--- src/rtl/ex_mem_skid_pkg.sv ---
// Shared types for the EX/MEM boundary.
// Entry layout {wd, wreg, wdata} and zero constants.
package ex_mem_skid_pkg;

  localparam int RegBus     = 32;
  localparam int RegAddrBus = 5;

  localparam logic [RegBus-1:0] ZeroWord = '0;

  typedef struct packed {
    logic [RegAddrBus-1:0] wd;
    logic                  wreg;
    logic [RegBus-1:0]     wdata;
  } ex_mem_entry_t;

endpackage

--- src/rtl/skid_slot.sv ---
// One valid bit plus one payload register.
// Clear wins over load and zeroes the payload.
module skid_slot
  import ex_mem_skid_pkg::*;
(
  input  logic          clk,
  input  logic          rst,
  input  logic          load,
  input  logic          clr,
  input  ex_mem_entry_t d,
  output logic          valid,
  output ex_mem_entry_t q
);

  // valid/payload register; clear beats load
  always_ff @(posedge clk or negedge rst) begin
    if (!rst) begin
      valid <= 1'b0;
      q     <= '0;
    end else if (clr) begin
      valid <= 1'b0;
      q     <= '0;
    end else if (load) begin
      valid <= 1'b1;
      q     <= d;
    end
  end

endmodule

--- src/rtl/ex_mem_skid.sv ---
// EX->MEM two-entry skid buffer, registered ready.
// Optional ID bypass ports under EX_MEM_FWD_EN.
module ex_mem_skid
  import ex_mem_skid_pkg::*;
#(
  parameter int DATA_W = RegBus,
  parameter int ADDR_W = RegAddrBus
) (
  input  logic              clk,
  input  logic              rst,
  input  logic              flush_i,
  input  logic              ex_valid_i,
  output logic              ex_ready_o,
  input  logic [ADDR_W-1:0] wd_i,
  input  logic              wreg_i,
  input  logic [DATA_W-1:0] wdata_i,
  output logic              mem_valid_o,
  input  logic              mem_ready_i,
  output logic [ADDR_W-1:0] wd_o,
  output logic              wreg_o,
`ifdef EX_MEM_FWD_EN
  output logic              fwd_we_o,
  output logic [ADDR_W-1:0] fwd_wd_o,
  output logic [DATA_W-1:0] fwd_wdata_o,
`endif
  output logic [DATA_W-1:0] wdata_o
);

  ex_mem_entry_t in_e, main_q, skid_q, main_d;
  logic main_v, skid_v;
  logic main_ld, main_clr;
  logic skid_ld, skid_clr;
  logic in_x, out_x, skid_nxt;
  logic rdy_q;

  assign in_e  = '{wd: wd_i, wreg: wreg_i, wdata: wdata_i};
  assign in_x  = ex_valid_i & rdy_q;
  assign out_x = main_v & mem_ready_i;

  assign main_d = skid_v ? skid_q : in_e;

  // slot control derived from the occupancy state
  always_comb begin
    main_ld  = 1'b0;
    main_clr = flush_i;
    skid_ld  = 1'b0;
    skid_clr = flush_i;
    if (!flush_i) begin
      unique case (1'b1)
        skid_v: begin
          if (out_x) begin
            main_ld  = 1'b1;
            skid_clr = 1'b1;
          end
        end
        (main_v & ~skid_v): begin
          if (in_x && out_x)  main_ld  = 1'b1;
          else if (in_x)      skid_ld  = 1'b1;
          else if (out_x)     main_clr = 1'b1;
        end
        default: begin
          if (in_x) main_ld = 1'b1;
        end
      endcase
    end
  end

  assign skid_nxt = skid_ld | (skid_v & ~skid_clr);

  // ready is a flop so MEM stalls never reach EX combinationally
  always_ff @(posedge clk or negedge rst) begin
    if (!rst) rdy_q <= 1'b1;
    else      rdy_q <= ~skid_nxt;
  end

  skid_slot u_main (
    .clk   (clk),
    .rst   (rst),
    .load  (main_ld),
    .clr   (main_clr),
    .d     (main_d),
    .valid (main_v),
    .q     (main_q)
  );

  skid_slot u_skid (
    .clk   (clk),
    .rst   (rst),
    .load  (skid_ld),
    .clr   (skid_clr),
    .d     (in_e),
    .valid (skid_v),
    .q     (skid_q)
  );

  assign ex_ready_o  = rdy_q;
  assign mem_valid_o = main_v;
  assign wd_o        = main_q.wd;
  assign wreg_o      = main_q.wreg;
  assign wdata_o     = main_q.wdata;

`ifdef EX_MEM_FWD_EN
  ex_mem_entry_t yng;
  assign yng         = skid_v ? skid_q : main_q;
  assign fwd_we_o    = (skid_v | main_v) & yng.wreg;
  assign fwd_wd_o    = yng.wd;
  assign fwd_wdata_o = yng.wdata;
`endif

endmodule
--- config.mk ---
export PLATFORM = sky130hd
export DESIGN_NAME = ex_mem_skid
export DESIGN_NICKNAME = d
export VERILOG_FILES = /design/src/rtl/ex_mem_skid_pkg.sv /design/src/rtl/skid_slot.sv /design/src/rtl/ex_mem_skid.sv
export SDC_FILE = /design/constraint.sdc
export NUM_CORES = 1
export LEC_CHECK = 0
export CAP_MARGIN = 5
export CORE_ASPECT_RATIO = 1.5
export CORE_MARGIN = 2
export CORE_UTILIZATION = 49
export DETAILED_ROUTE_END_ITERATION = 7
export GPL_ROUTABILITY_DRIVEN = 1
export GPL_TIMING_DRIVEN = 0
export PLACE_DENSITY = 0.86
export SYNTH_ARGS = -nofsm -noshare
export SYNTH_HDL_FRONTEND = slang
export SYNTH_SLANG_ARGS = --single-unit
--- constraint.sdc ---
create_clock -name clk -period 2.3 [get_ports clk]
set_input_delay 0.46 -clock clk [delete_from_list [all_inputs] [get_ports clk]]
set_output_delay 0.46 -clock clk [all_outputs]
set_load 0.005 [all_outputs]
==> flow_metrics.env <==
export IMPL_port_buffers=81
export IMPL_avgViaCountPerCell=6.00
export IMPL_powerDensity_nw_per_um2=688
export IMPL_cts_sinks=79
export IMPL_slew_violations=0
export IMPL_arrival_ns=2.12
export IMPL_cp_max_fo=10
export IMPL_fin_area_um2=4420
export IMPL_grt_antenna_before_repair=0
export IMPL_ir_drop_uv=372
export IMPL_io_pins=83
export IMPL_finalCritPeriodShare_pct=82.3
export IMPL_rows=36
export IMPL_yosysWarnings=0
export IMPL_fin_util_pct=68.7
export IMPL_synth_top_family_by_area="compound AO/OA/AOI/OAI gates"
export IMPL_power_mw=3.04
export IMPL_synth_area_per_cell_um2=13.5
export IMPL_synth_compound_area_share_pct=24.5
export IMPL_cts_buffer_depth=2
export IMPL_rsz0062_at_grt="false"
export IMPL_synth_seq_cells=79
export IMPL_fmax_mhz=529
export IMPL_p_sw_mw=0.717
export IMPL_core_area_um2=6440
export IMPL_nets=377
export IMPL_layout_drive_gt1_share_pct=11.5
export IMPL_maxCapViolations=0
export IMPL_ys_seq_area_share_pct=60.8
export IMPL_synthXorXnorAreaFrac_pct=0
export IMPL_cts_tree="done"
export IMPL_grt_usage_pct=22.5
export IMPL_p_leak_nw=1.98
export IMPL_p_sw_share_pct=23.6
export IMPL_status="completed"
export IMPL_post_cts_buffers=0
export IMPL_p_int_mw=2.32
export IMPL_maxSlewHeadroom_pct=68.6
export IMPL_hp_class="input port to flip-flop"
export IMPL_synth_fp_nets=283
export IMPL_crit_path_start_kind="input port"
export IMPL_dr_total_vias=2491
export IMPL_start_util_pct=50.5
export IMPL_async_reset_ff_share_pct=100
export IMPL_die_h_um=104
export IMPL_antenna_cells=0
export IMPL_hold_path_startpoint="flush_i"
export IMPL_syn_to_final_growth_pct=36.0
export IMPL_postRouteAntennaNets=0
export IMPL_setup_viol=0
export IMPL_grt_max_degree=72
export IMPL_grt_pass1_wl_mm=13.0
export IMPL_finalHoldViolations=0
export IMPL_ctsHtreeMaxLevel=3
export IMPL_worst_slew_pin_slew_ns=0.472
export IMPL_period_needed_ns=1.89
export IMPL_ys_flop_type="dfrtp_1"
export IMPL_reg2reg_from="ex_ready_o"
export IMPL_synth_area_mux_share_pct=0
export IMPL_die_width_um=70.5
export IMPL_p_clk_share_pct=38.2
export IMPL_crit_start="mem_ready_i"
export IMPL_yosys_area_share_simple_pct=10.4
export IMPL_synth_edf_count=0
export IMPL_dr_pass1_iters=4
export IMPL_syn_inst=240
export IMPL_syn_area_um2=3250
export IMPL_routed_wire_length_per_instance_um=18.5
export IMPL_die_area_um2=7320
export IMPL_synthAdderAreaFrac_pct=0
export IMPL_dp_hpwl_mm=5.41
export IMPL_worst_setup_path_end_kind="flip-flop"
export IMPL_clock_latency_ns=0.34
export IMPL_grt_overflow_total=0
export IMPL_grt_pass1_vias=2618
export IMPL_synth_cell_types=25
export IMPL_seq_power_share_pct=49.1
export IMPL_pwr_share_comb_pct=12.7
export IMPL_drc=0
export IMPL_worstSetupPathType="input port to flip-flop"
export IMPL_wl_mm=7.70
export IMPL_cts_root_buffer="clkbuf_8"
export IMPL_clock_skew_ns=0.00958
export IMPL_drt_iter0_markers=180
export IMPL_gp_congestion=0.809
export IMPL_numCtsBuffers=9
export IMPL_place_area_um2=4180
export IMPL_critical_path_required_ns=2.53
export IMPL_path_clk_slew_ns=0.08
## layer usage
metal	GRT usage, %	up-vias	part of all wire, %
li1	-	1139	-
met1	27.5	1268	40
met2	38.0	71	53
met3	5.06	13	4.1
met4	9.48	0	2.5
met5	0	-	0
## area by class of cell
class | instances | area, µm²
multi-input combinational | 135 | 1140
buffer | 24 | 129
clock inverter | 6 | 92.6
inverter | 2 | 7.51
sequential | 79 | 1980
tap | 76 | 95.1
timing repair buffer | 83 | 846
fill | 460 | 2020
clock buffer | 10 | 138
## through the flow
stage	TNS (ns)	hold slack, ns	setup slack (ns)	std cells
after floorplan	0	0.164	0.670	240
after global placement	-145.05	0.494	-1.85	397
after detailed placement	0	0.301	0.0753	398
after CTS	0	0.363	0.422	415
after global routing	0	0.359	0.257	415
final	0	0.372	0.408	415
## worst max-delay path: stages
cell and delay (ns):
clkdlybuf4s50_1 0.50, nor4bb_1 0.32, o21ai_1 0.14, buf_2 0.22
buf_2 0.21, a32o_1 0.28
## power by group through the flow
| stage | Clock [mW] | Combinational, mW | Sequential (mW) |
|---|---|---|---|
| 3_3_place_gp | 0 | 0.371 | 1.52 |
| 5_1_grt | 1.23 | 0.417 | 1.50 |
| 4_1_cts | 1.18 | 0.391 | 1.49 |
| 2_1_floorplan | 0 | 0.129 | 1.52 |
| 6_report | 1.16 | 0.386 | 1.49 |
| 3_5_place_dp | 0 | 0.387 | 1.52 |
## state kept, by name, indices dropped and copies added (netlist names)
signal and count:
u_skid.valid 1, u_main.valid 1, ex_ready_o 1, u_skid.q 38
u_main.q 38
## path summary, 6_finish.rpt
| path | cells past startpoint | to | slack (ns) |
|---|---|---|---|
| worst max-delay path | 6 | u_skid.q[28] | 0.41 |
| worst min-delay path | 2 | u_main.valid | 0.37 |
| worst max register to register | 5 | u_skid.q[28] | 0.55 |
| worst min register to register | 1 | u_main.q[15] | 0.51 |
| max in group asynchronous | 3 | u_skid.q[28] | 1.26 |
| min in group asynchronous | 2 | u_skid.q[33] | 0.47 |
## placed cells by master (no fill, tap or decap), drive strengths merged
cell / n
dfstp: 1
or2: 1
clkbuf: 18
o21ai: 2
a21oi: 2
a31o: 1
a221o: 38
a32o: 32
nor4bb: 1
bufinv: 2
dlygate4sd3: 1
clkdlybuf4s50: 80
dfrtp: 78
a22o: 6
and4b: 1
and2: 39
o311a: 1
inv: 3
clkinvlp: 2
a31oi: 1
nor3b: 1
nand4bb: 1
buf: 18
nor2b: 6
clkinv: 1
nand2: 2
## Yosys cell counts, drive strengths merged (2+ instances only)
cell type  count  area share, %
dfrtp         78             60
and2          39            7.5
a221o         38             12
a32o          32            9.9
buf           16            3.0
clkbuf         8           0.92
a22o           6            1.6
nor2b          6            1.2
a21oi          2           0.31
inv            2           0.23
nand2          2           0.23
o21ai          2           0.31
## repair_timing
action,CTS,global route
hold buffers,1,0
resized for setup,0,0
hold endpoints to repair,7,0
## cells by family after synthesis
logic type | after synthesis
compound gates | 83
flops | 79
simple gates | 52
buf+inv | 26
No activity file was read; power rests on OpenSTA's default activity.
